==> src/rtl/data_bank_arbiter_pkg.sv <==
// Shared sizing constants, state encoding and small helpers for the data bank arbiter.
package data_bank_arbiter_pkg;

   localparam int NREQ      = 3;
   localparam int DW        = 8;
   localparam int DEPTH     = 4;
   localparam int AW        = $clog2(DEPTH);
   localparam int IW        = $clog2(NREQ);
   localparam int MAX_BURST = 4;
   localparam int CW        = $clog2(MAX_BURST + 1);

   typedef enum logic [0:0] {
      ST_IDLE  = 1'b0,
      ST_OWNED = 1'b1
   } state_t;

   // Requester index to one-hot vector.
   function automatic logic [NREQ-1:0] idx_to_onehot(input logic [IW-1:0] idx);
      logic [NREQ-1:0] oh;
      oh = {NREQ{1'b0}};
      for (int i = 0; i < NREQ; i++) begin
         oh[i] = (idx == IW'(i));
      end
      return oh;
   endfunction

   // One-hot vector to requester index (zero when no bit is set).
   function automatic logic [IW-1:0] onehot_to_idx(input logic [NREQ-1:0] oh);
      logic [IW-1:0] idx;
      idx = {IW{1'b0}};
      for (int i = 0; i < NREQ; i++) begin
         if (oh[i]) begin
            idx = IW'(i);
         end else begin
            idx = idx;
         end
      end
      return idx;
   endfunction

   // Burst counter increment that sticks at MAX_BURST.
   function automatic logic [CW-1:0] sat_inc(input logic [CW-1:0] cnt);
      if (cnt >= CW'(MAX_BURST)) begin
         return CW'(MAX_BURST);
      end else begin
         return cnt + CW'(1);
      end
   endfunction

endpackage

==> src/rtl/data_bank_arbiter_rr_pick.sv <==
// Round-robin picker: first set request bit searching from last+1 upward, wrapping.
module rr_pick
   import data_bank_arbiter_pkg::*;
(
   input  logic [NREQ-1:0] req,
   input  logic [IW-1:0]   last,
   output logic [NREQ-1:0] pick
);

   logic          found_s;
   logic [IW-1:0] idx_s;

   // Rotate the search origin to last+1 and take the first requester found.
   always_comb begin
      pick    = {NREQ{1'b0}};
      found_s = 1'b0;
      idx_s   = {IW{1'b0}};
      for (int k = 1; k <= NREQ; k++) begin
         idx_s = IW'((int'(last) + k) % NREQ);
         if (!found_s && req[idx_s]) begin
            pick[idx_s] = 1'b1;
            found_s     = 1'b1;
         end else begin
            found_s = found_s;
         end
      end
   end

endmodule

==> src/rtl/data_bank_arbiter.sv <==
// Shared 8-bit register bank with round-robin, burst-limited access arbitration.
module data_bank_arbiter
   import data_bank_arbiter_pkg::*;
(
   input  logic               clk,
   input  logic               rst,
   input  logic [NREQ-1:0]    req,
   input  logic [NREQ-1:0]    we,
   input  logic [NREQ*AW-1:0] addr,
   input  logic [NREQ*DW-1:0] wdata,
   output logic [NREQ-1:0]    gnt,
   output logic [DW-1:0]      rdata,
   output logic [NREQ-1:0]    rvalid,
   output logic               busy
);

   state_t          state_r;
   logic [IW-1:0]   owner_r;
   logic [CW-1:0]   burst_cnt_r;
   logic [IW-1:0]   last_r;
   logic [DW-1:0]   bank_r [DEPTH];
   logic [DW-1:0]   rdata_r;
   logic [NREQ-1:0] rvalid_r;

   logic [NREQ-1:0] pick_s;
   logic [NREQ-1:0] owner_oh_s;
   logic            other_req_s;
   logic            keep_s;
   logic [NREQ-1:0] gnt_s;
   logic [IW-1:0]   gnt_idx_s;
   logic            any_gnt_s;
   logic            sel_we_s;
   logic [AW-1:0]   sel_addr_s;
   logic [DW-1:0]   sel_wdata_s;

   rr_pick u_pick (
      .req  (req),
      .last (last_r),
      .pick (pick_s)
   );

   // Grant: the current owner keeps the bank until it drops req or exceeds its burst while others wait.
   always_comb begin
      owner_oh_s  = idx_to_onehot(owner_r);
      other_req_s = |(req & ~owner_oh_s);
      keep_s      = (state_r == ST_OWNED) && req[owner_r] &&
                    ((burst_cnt_r < CW'(MAX_BURST)) || !other_req_s);
      if (rst) begin
         gnt_s = {NREQ{1'b0}};
      end else if (keep_s) begin
         gnt_s = owner_oh_s;
      end else begin
         gnt_s = pick_s;
      end
      gnt_idx_s = onehot_to_idx(gnt_s);
      any_gnt_s = |gnt_s;
   end

   // Route the granted requester's command fields to the bank.
   always_comb begin
      sel_we_s    = 1'b0;
      sel_addr_s  = {AW{1'b0}};
      sel_wdata_s = {DW{1'b0}};
      for (int i = 0; i < NREQ; i++) begin
         if (gnt_s[i]) begin
            sel_we_s    = we[i];
            sel_addr_s  = addr[i*AW +: AW];
            sel_wdata_s = wdata[i*DW +: DW];
         end else begin
            sel_we_s = sel_we_s;
         end
      end
   end

   // Ownership state, burst counting and round-robin pointer.
   always_ff @(posedge clk) begin
      if (rst) begin
         state_r     <= ST_IDLE;
         owner_r     <= {IW{1'b0}};
         burst_cnt_r <= {CW{1'b0}};
         last_r      <= IW'(NREQ - 1);
      end else if (any_gnt_s) begin
         last_r  <= gnt_idx_s;
         state_r <= ST_OWNED;
         if (gnt_idx_s == owner_r) begin
            burst_cnt_r <= sat_inc(burst_cnt_r);
         end else begin
            owner_r     <= gnt_idx_s;
            burst_cnt_r <= CW'(1);
         end
      end else begin
         state_r     <= ST_IDLE;
         burst_cnt_r <= {CW{1'b0}};
      end
   end

   // Bank storage and registered read port; reset wins over the access of that cycle.
   always_ff @(posedge clk) begin
      if (rst) begin
         for (int k = 0; k < DEPTH; k++) begin
            bank_r[k] <= {DW{1'b0}};
         end
         rdata_r  <= {DW{1'b0}};
         rvalid_r <= {NREQ{1'b0}};
      end else if (any_gnt_s && sel_we_s) begin
         bank_r[sel_addr_s] <= sel_wdata_s;
         rvalid_r           <= {NREQ{1'b0}};
      end else if (any_gnt_s) begin
         rdata_r  <= bank_r[sel_addr_s];
         rvalid_r <= gnt_s;
      end else begin
         rvalid_r <= {NREQ{1'b0}};
      end
   end

   assign gnt    = gnt_s;
   assign rdata  = rdata_r;
   assign rvalid = rvalid_r;
   assign busy   = (state_r == ST_OWNED);

endmodule

==> config.mk <==
export PLATFORM = sky130hd
export DESIGN_NAME = data_bank_arbiter
export DESIGN_NICKNAME = d
export VERILOG_FILES = /design/src/rtl/data_bank_arbiter_pkg.sv /design/src/rtl/data_bank_arbiter_rr_pick.sv /design/src/rtl/data_bank_arbiter.sv
export SDC_FILE = /design/constraint.sdc
export NUM_CORES = 1
export LEC_CHECK = 0
export BUFFER_PORTS_ARGS = -buffer_cell sky130_fd_sc_hd__buf_4
export CORE_ASPECT_RATIO = 1.4
export CORE_UTILIZATION = 50
export CTS_CLUSTER_SIZE = 12
export DETAILED_ROUTE_END_ITERATION = 8
export GPL_TIMING_DRIVEN = 0
export MAX_ROUTING_LAYER = met4
export PLACE_DENSITY = 0.73
export SKIP_LAST_GASP = 1
export SLEW_MARGIN = 0
export SYNTH_ARGS = -nofsm -noshare
export SYNTH_HDL_FRONTEND = slang
export SYNTH_SLANG_ARGS = --single-unit
==> constraint.sdc <==
create_clock -name clk -period 3.86 [get_ports clk]
set_clock_uncertainty 0.15 [all_clocks]
set_input_delay 0.193 -clock clk [delete_from_list [all_inputs] [get_ports clk]]
set_output_delay 0.193 -clock clk [all_outputs]
set_load 0.01 [all_outputs]
==> results of run 1 <==
## critical path, cell delays in order (launching register included)
cell,delay (ns)
sky130_fd_sc_hd__dfxtp_1,0.40
sky130_fd_sc_hd__inv_1,0.08
sky130_fd_sc_hd__ha_1,0.27
sky130_fd_sc_hd__nand2b_1,0.28
sky130_fd_sc_hd__o2bb2ai_1,0.17
sky130_fd_sc_hd__a32o_1,0.29
sky130_fd_sc_hd__o211ai_2,0.23
sky130_fd_sc_hd__inv_2,0.14
sky130_fd_sc_hd__nor4_2,0.42
sky130_fd_sc_hd__or2_2,0.22
sky130_fd_sc_hd__nor3b_4,0.38
sky130_fd_sc_hd__or2_2,0.33
## path summary, 6_finish.rpt
check | startpoint | endpoint | slack, ns | cells after the start
max | last_r[1] | bank_r[2][7] | 0.20 | 11
max reg2reg | last_r[1] | bank_r[2][7] | 0.20 | 11
min | we[1] | rvalid[1] | 0.15 | 4
min reg2reg | burst_cnt_r[2] | burst_cnt_r[2] | 0.36 | 1
## area by class of cell
cell class / count / area (um2)
Clock inverter: 3 / 20.0
Sequential cell: 51 / 1340
Inverter: 14 / 52.6
Clock buffer: 5 / 68.8
Multi-Input combinational cell: 204 / 1440
Tap cell: 68 / 85.1
Buffer: 18 / 95.1
Timing Repair Buffer: 53 / 403
Fill cell: 485 / 2060
## where the power goes
part | total (mW) | leakage, nW | switching [mW] | internal (mW)
registers | 0.829 | 0.489 | 0.0623 | 0.766
clock network | 0.304 | 0.0402 | 0.178 | 0.126
logic | 1.38 | 0.895 | 0.813 | 0.569
total | 2.52 | 1.42 | 1.05 | 1.46
## timing repair
action / in CTS / in global routing
setup endpoints to repair: 0 / 39
hold buffers: 2 / 0
resized for setup: 0 / 8
endpoints found under the hold margin: 2 / 0
## cell families (layout without fill, tap and decap cells)
logic type / after synthesis / after routing / share of synthesized area
AND/OR/NAND/NOR: 116 / 116 / 0.229
AO/OA/AOI/OAI: 62 / 62 / 0.166
flip-flops: 51 / 51 / 0.460
buffers and inverters: 32 / 93 / 0.0498
multiplexers: 20 / 20 / 0.0691
adder cells (fa/ha/maj): 6 / 6 / 0.0258
## flip-flops by register name, summed over array words and instances (netlist names)
name,flops
burst_cnt_r,3
rdata,8
last_r,2
busy,1
owner_r,2
rvalid,3
bank_r,32
## placed cells by master, fill, tap and decap left out, drive strengths merged, types with 6 or more instances in the layout
cell / count
dfxtp: 19
and2: 33
o221ai: 8
clkbuf: 12
mux2i: 19
ha: 6
edfxtp: 32
o21ai: 7
inv: 14
nand3: 9
nand2: 18
a21oi: 7
a31oi: 10
nor2: 24
nand3b: 9
buf: 62
## layer usage
| layer | global-route usage | up-vias | share of wire |
|---|---|---|---|
| met1 | 0.245 | 1109 | 0.38 |
| li1 | - | 1166 | - |
| met3 | 0.0283 | 12 | 0.036 |
| met2 | 0.448 | 76 | 0.56 |
| met5 | - | - | 0 |
| met4 | 0.121 | 0 | 0.028 |
## through the flow
step / power [mW] / utilization
after floorplan: 1.81 / -
after global placement: 2.18 / 0.608
after detailed placement: 2.21 / 0.608
after CTS: 2.51 / 0.627
after global routing: 2.69 / 0.631
final: 2.52 / 0.631
==> run metrics, run 1 <==
Synth-to-Final Area Change=20.4%; count of pins over their slew limit=0; pin count of the biggest net entering global routing=17; post-synthesis async set-or-reset flop share=0; cell area after synthesis=2910 um2; pre-CTS setup slack=0.0800 ns; DR vias/cell=5.68; overflow left after global routing=0; count of flip-flops with a built-in enable after synthesis=32; diode insertion count for antenna repair=0; RSZ-0062 raised after global routing=true; crit path kind=reg -> reg; width of the chip=66.5 um; critical path arrival=3.50 ns; initial antenna violation count=0; antenna viol nets, final=0; drt wl/cell=16.2 um; hold violation count in the final report=0; cell types with the largest area share after synthesis=sky130_fd_sc_hd__edfxtp_1 (33%), sky130_fd_sc_hd__dfxtp_1 (13%), sky130_fd_sc_hd__and2_1 (7.1%), sky130_fd_sc_hd__mux2i_1 (6.5%), sky130_fd_sc_hd__nor2_1 (3.1%); count of input and output buffers=51; cell count after placement=406; Total Nets Final=391; Achievable Freq=273 MHz; first-pass GRT wire length=10600 um; post-CTS setup buffer count=0; Post-Layout Cell Count=416; max_cap viols=0; Worst setup EP type=register; final design instance area without fill=3510 um2; die outline height=92.3 um; relative slew slack=0.612; dominant cell by count in the synthesized netlist=sky130_fd_sc_hd__and2_1; core area=5570 um2; required arrival time at the worst endpoint=3.70 ns; I/O pin total=53; result of the run=completed; clock insertion delay at the later pin of the skew report=0.30 ns; period utilization=0.948; placed standard-cell area=3380 um2; DR vias=2363; HPWL reported at the end of detailed placement=5130 um; clock transition at the registers of the reported paths=0.10 ns; post-route setup TNS=0 ns; flip-flop and latch count after synthesis=51; class of the tightest hold or removal check=in -> reg; proportion of layout cells with a drive suffix above 1=0.259; type of element launching the critical path=register; total power divided by cell area=717 nW/um2; Post-Synthesis Net Count=331; leakage power summed over all cells=1.42 nW; CTS tree=done; Post-synth top cells=sky130_fd_sc_hd__and2_1 (33), sky130_fd_sc_hd__edfxtp_1 (32), sky130_fd_sc_hd__nor2_1 (24); total iterations of the first detailed-routing run=6; cell chosen for the clock root=sky130_fd_sc_hd__clkbuf_8; die footprint=6140 um2; average cell area after synthesis=10.2 um2; final worst slack=0.200 ns; worst-case clock buffer depth=2; final wirelength=6720 um; Max FO, Critical Path=10; global placement routability congestion=0.867; Overall Global Routing Usage=0.243; Setup-failing EPs final=0; worst-case hold slack=0.148 ns; min cycle time layout=3.66 ns; peak supply drop=0.413 mV; cell taking the most area after synthesis=sky130_fd_sc_hd__edfxtp_1; count of mapped cells out of synthesis=287; number of placement rows=32; Post-route DRC=0; initial core utilization=0.524; vias in the first global route=2284; depth of the CTS H-tree=2; transition at the pin with the smallest max-transition slack=0.582 ns; cts bufs inserted=5; unique cell type count in the Yosys netlist=53; sequential element share of the synthesized area=0.460; leading register cell type out of synthesis=sky130_fd_sc_hd__edfxtp_1; clk sinks=51; total number of yosys warnings=0; fraction of post-synthesis cell area in the top cell type by area=0.330; number of design-rule violations left by the first detailed-router iteration=98
(Power assumes the default switching activity.)
==> run 2: changes to the inputs <==
- CORE_UTILIZATION: 50 -> 45
- PLACE_DENSITY: 0.73 -> 0.67
==> run metrics, run 2 (same netlist as run 1, synthesis figures left out) <==
overflow left after global routing=0 (unchanged); Worst setup EP type=register; clk sinks=51 (unchanged); series of cell instances along the critical path=inv_1, ha_1, nand2b_1, o2bb2ai_1, a32o_1, o211ai_2, inv_2, nor4_2, or2_2, nor3b_4, or2_2; slowest CP cell=sky130_fd_sc_hd__nor4_2; Overall Global Routing Usage=0.219 (-0.0241); CTS tree=done; final design instance area without fill=3510 um2 (+0.11%); result of the run=completed; max reg flops=32 (unchanged); DR vias/cell=5.60 (-1.5%); total power consumption of the routed design=2.52 mW (+0.12%); HPWL reported at the end of detailed placement=5280 um (+2.9%); cell chosen for the clock root=sky130_fd_sc_hd__clkbuf_8; crit path kind=reg -> reg; critical path arrival=3.52 ns (+0.02 ns); cts bufs inserted=5 (unchanged); clock insertion delay at the later pin of the skew report=0.31 ns (about the same); global placement routability congestion=0.860 (-0.80%); max_cap viols=0 (unchanged); leakage power summed over all cells=1.42 nW (about the same); top library cells by usage in the layout, fill and taps aside=sky130_fd_sc_hd__buf_4 (56), sky130_fd_sc_hd__and2_1 (33), sky130_fd_sc_hd__edfxtp_1 (32); required arrival time at the worst endpoint=3.71 ns (about the same); total power divided by cell area=717 nW/um2 (about the same); count of pins over their slew limit=0 (unchanged); width of the chip=70.0 um (+5.2%); worst-case clock buffer depth=2 (unchanged); placed standard-cell area=3390 um2 (+0.15%); count of input and output buffers=51 (unchanged); diode insertion count for antenna repair=0 (unchanged); type of element launching the critical path=register; final wirelength=6980 um (+3.9%); depth of the CTS H-tree=2 (unchanged); relative slew slack=0.602 (-0.00994); hold violation count in the final report=0 (unchanged); Largest stage delay, worst path=0.42 ns (about the same); die outline height=97.2 um (+5.3%); total iterations of the first detailed-routing run=4 (-2); worst-case hold slack=0.206 ns (+0.0579 ns); peak supply drop=0.302 mV (-27%); clock transition at the registers of the reported paths=0.08 ns (-0.02 ns); most common cell after layout, fill and taps aside=sky130_fd_sc_hd__buf_4; first-pass GRT wire length=11200 um (+5.1%); Synth-to-Final Area Change=20.6%; initial core utilization=0.466 (-0.0576); Post-route DRC=0 (unchanged); core area=6250 um2 (+12%); Total Nets Final=391 (unchanged); initial antenna violation count=0 (unchanged); class of the tightest hold or removal check=in -> reg; transition at the pin with the smallest max-transition slack=0.593 ns (+0.0113 ns); number of placement rows=34 (+6.3%); Setup-failing EPs final=0 (unchanged); post-CTS setup buffer count=0 (unchanged); filler cell count in the final layout=559 (+15%); most common cell type on the critical path=sky130_fd_sc_hd__or2_2; die footprint=6810 um2 (+11%); period utilization=0.952 (+0.00392); I/O pin total=53 (unchanged); RSZ-0062 raised after global routing=true; proportion of layout cells with a drive suffix above 1=0.253 (-0.00575); register with the most flip-flops=bank_r; DR vias=2351 (-0.51%); post-route setup TNS=0 ns (unchanged); min cycle time layout=3.67 ns (+0.0151 ns); core occupancy in the finished layout=0.562 (-0.0688); pin count of the biggest net entering global routing=15 (-2); antenna viol nets, final=0 (unchanged); Achievable Freq=272 MHz (-0.41%); drt wl/cell=16.6 um (+2.9%); vias in the first global route=2282 (-0.088%); number of design-rule violations left by the first detailed-router iteration=126 (+29%); Max FO, Critical Path=10 (unchanged)
-- run 2: changes by cell type in the layout (fill, tap and decap cells not counted) --
cell / before / now
sky130_fd_sc_hd__clkbuf_1: 5 / 6
sky130_fd_sc_hd__or2_4: 1 / 2
sky130_fd_sc_hd__nor3_2: 0 / 1
sky130_fd_sc_hd__or2_2: 3 / 2
sky130_fd_sc_hd__clkinv_2: 1 / 0
sky130_fd_sc_hd__nor3_1: 2 / 1
sky130_fd_sc_hd__clkinvlp_4: 2 / 0
sky130_fd_sc_hd__clkinv_1: 0 / 2
-- run 2: final timing paths --
check / to / startpoint / cells after the start / slack, ns
setup / recovery: bank_r[0][1] / last_r[1] / 11 / 0.19
hold / removal: rvalid[1] / we[1] / 4 / 0.21
setup reg to reg: bank_r[0][1] / last_r[1] / 11 / 0.19
hold reg to reg: rdata[3] / rdata[3] / 2 / 0.36
-- run 2: layout make-up --
cell class	instances	area, um2	share of cell area
clock buffers	6	72.6	0.0207
plain buffers	18	95.1	0.0271
flip-flops and latches	51	1340	0.382
repair buffers	53	403	0.115
inverters	14	52.6	0.0150
multi-input cells	204	1450	0.413
clock inverters	2	7.51	0.00214
well taps	72	90.1	0.0256
-- run 2: what timing repair did --
| item | in CTS | in global routing |
|---|---|---|
| endpoints found under the hold margin | 2 | 0 |
| setup endpoints to repair | 8 | 41 |
| gates cloned | 0 | 0 |
| gates resized for setup | 1 | 9 |
| pin swaps | 0 | 0 |
| hold buffers | 2 | 0 |
-- run 2: per-stage QoR --
step	setup WS [ns]	instances
2_1_floorplan	0.632	287
3_3_place_gp	0.0815	410
3_5_place_dp	0.0167	410
4_1_cts	0.0718	420
5_1_grt	-0.0552	420
6_report	0.185	420
-- run 2: metal layers --
metal,vias up,part of all wire,global-route usage
met5,-,0,-
met1,1111,0.37,0.232
met2,57,0.57,0.408
met3,13,0.035,0.0311
li1,1170,-,-
met4,0,0.025,0.0738
-- run 2: critical path: cells and delay by family, from the launching register on --
kind | cells | cell delay, ns
and+or+nand+nor | 5 | 1.61
AOI/OAI and AO/OA | 3 | 0.69
DFF | 1 | 0.40
adders and majority gates | 1 | 0.27
buffers and inverters | 2 | 0.23
-- run 2: power breakdown --
| group | internal [mW] | switching (mW) | total [mW] | leakage, nW |
|---|---|---|---|---|
| registers | 0.767 | 0.0632 | 0.830 | 0.489 |
| logic | 0.571 | 0.829 | 1.40 | 0.896 |
| clock network | 0.124 | 0.164 | 0.288 | 0.0403 |
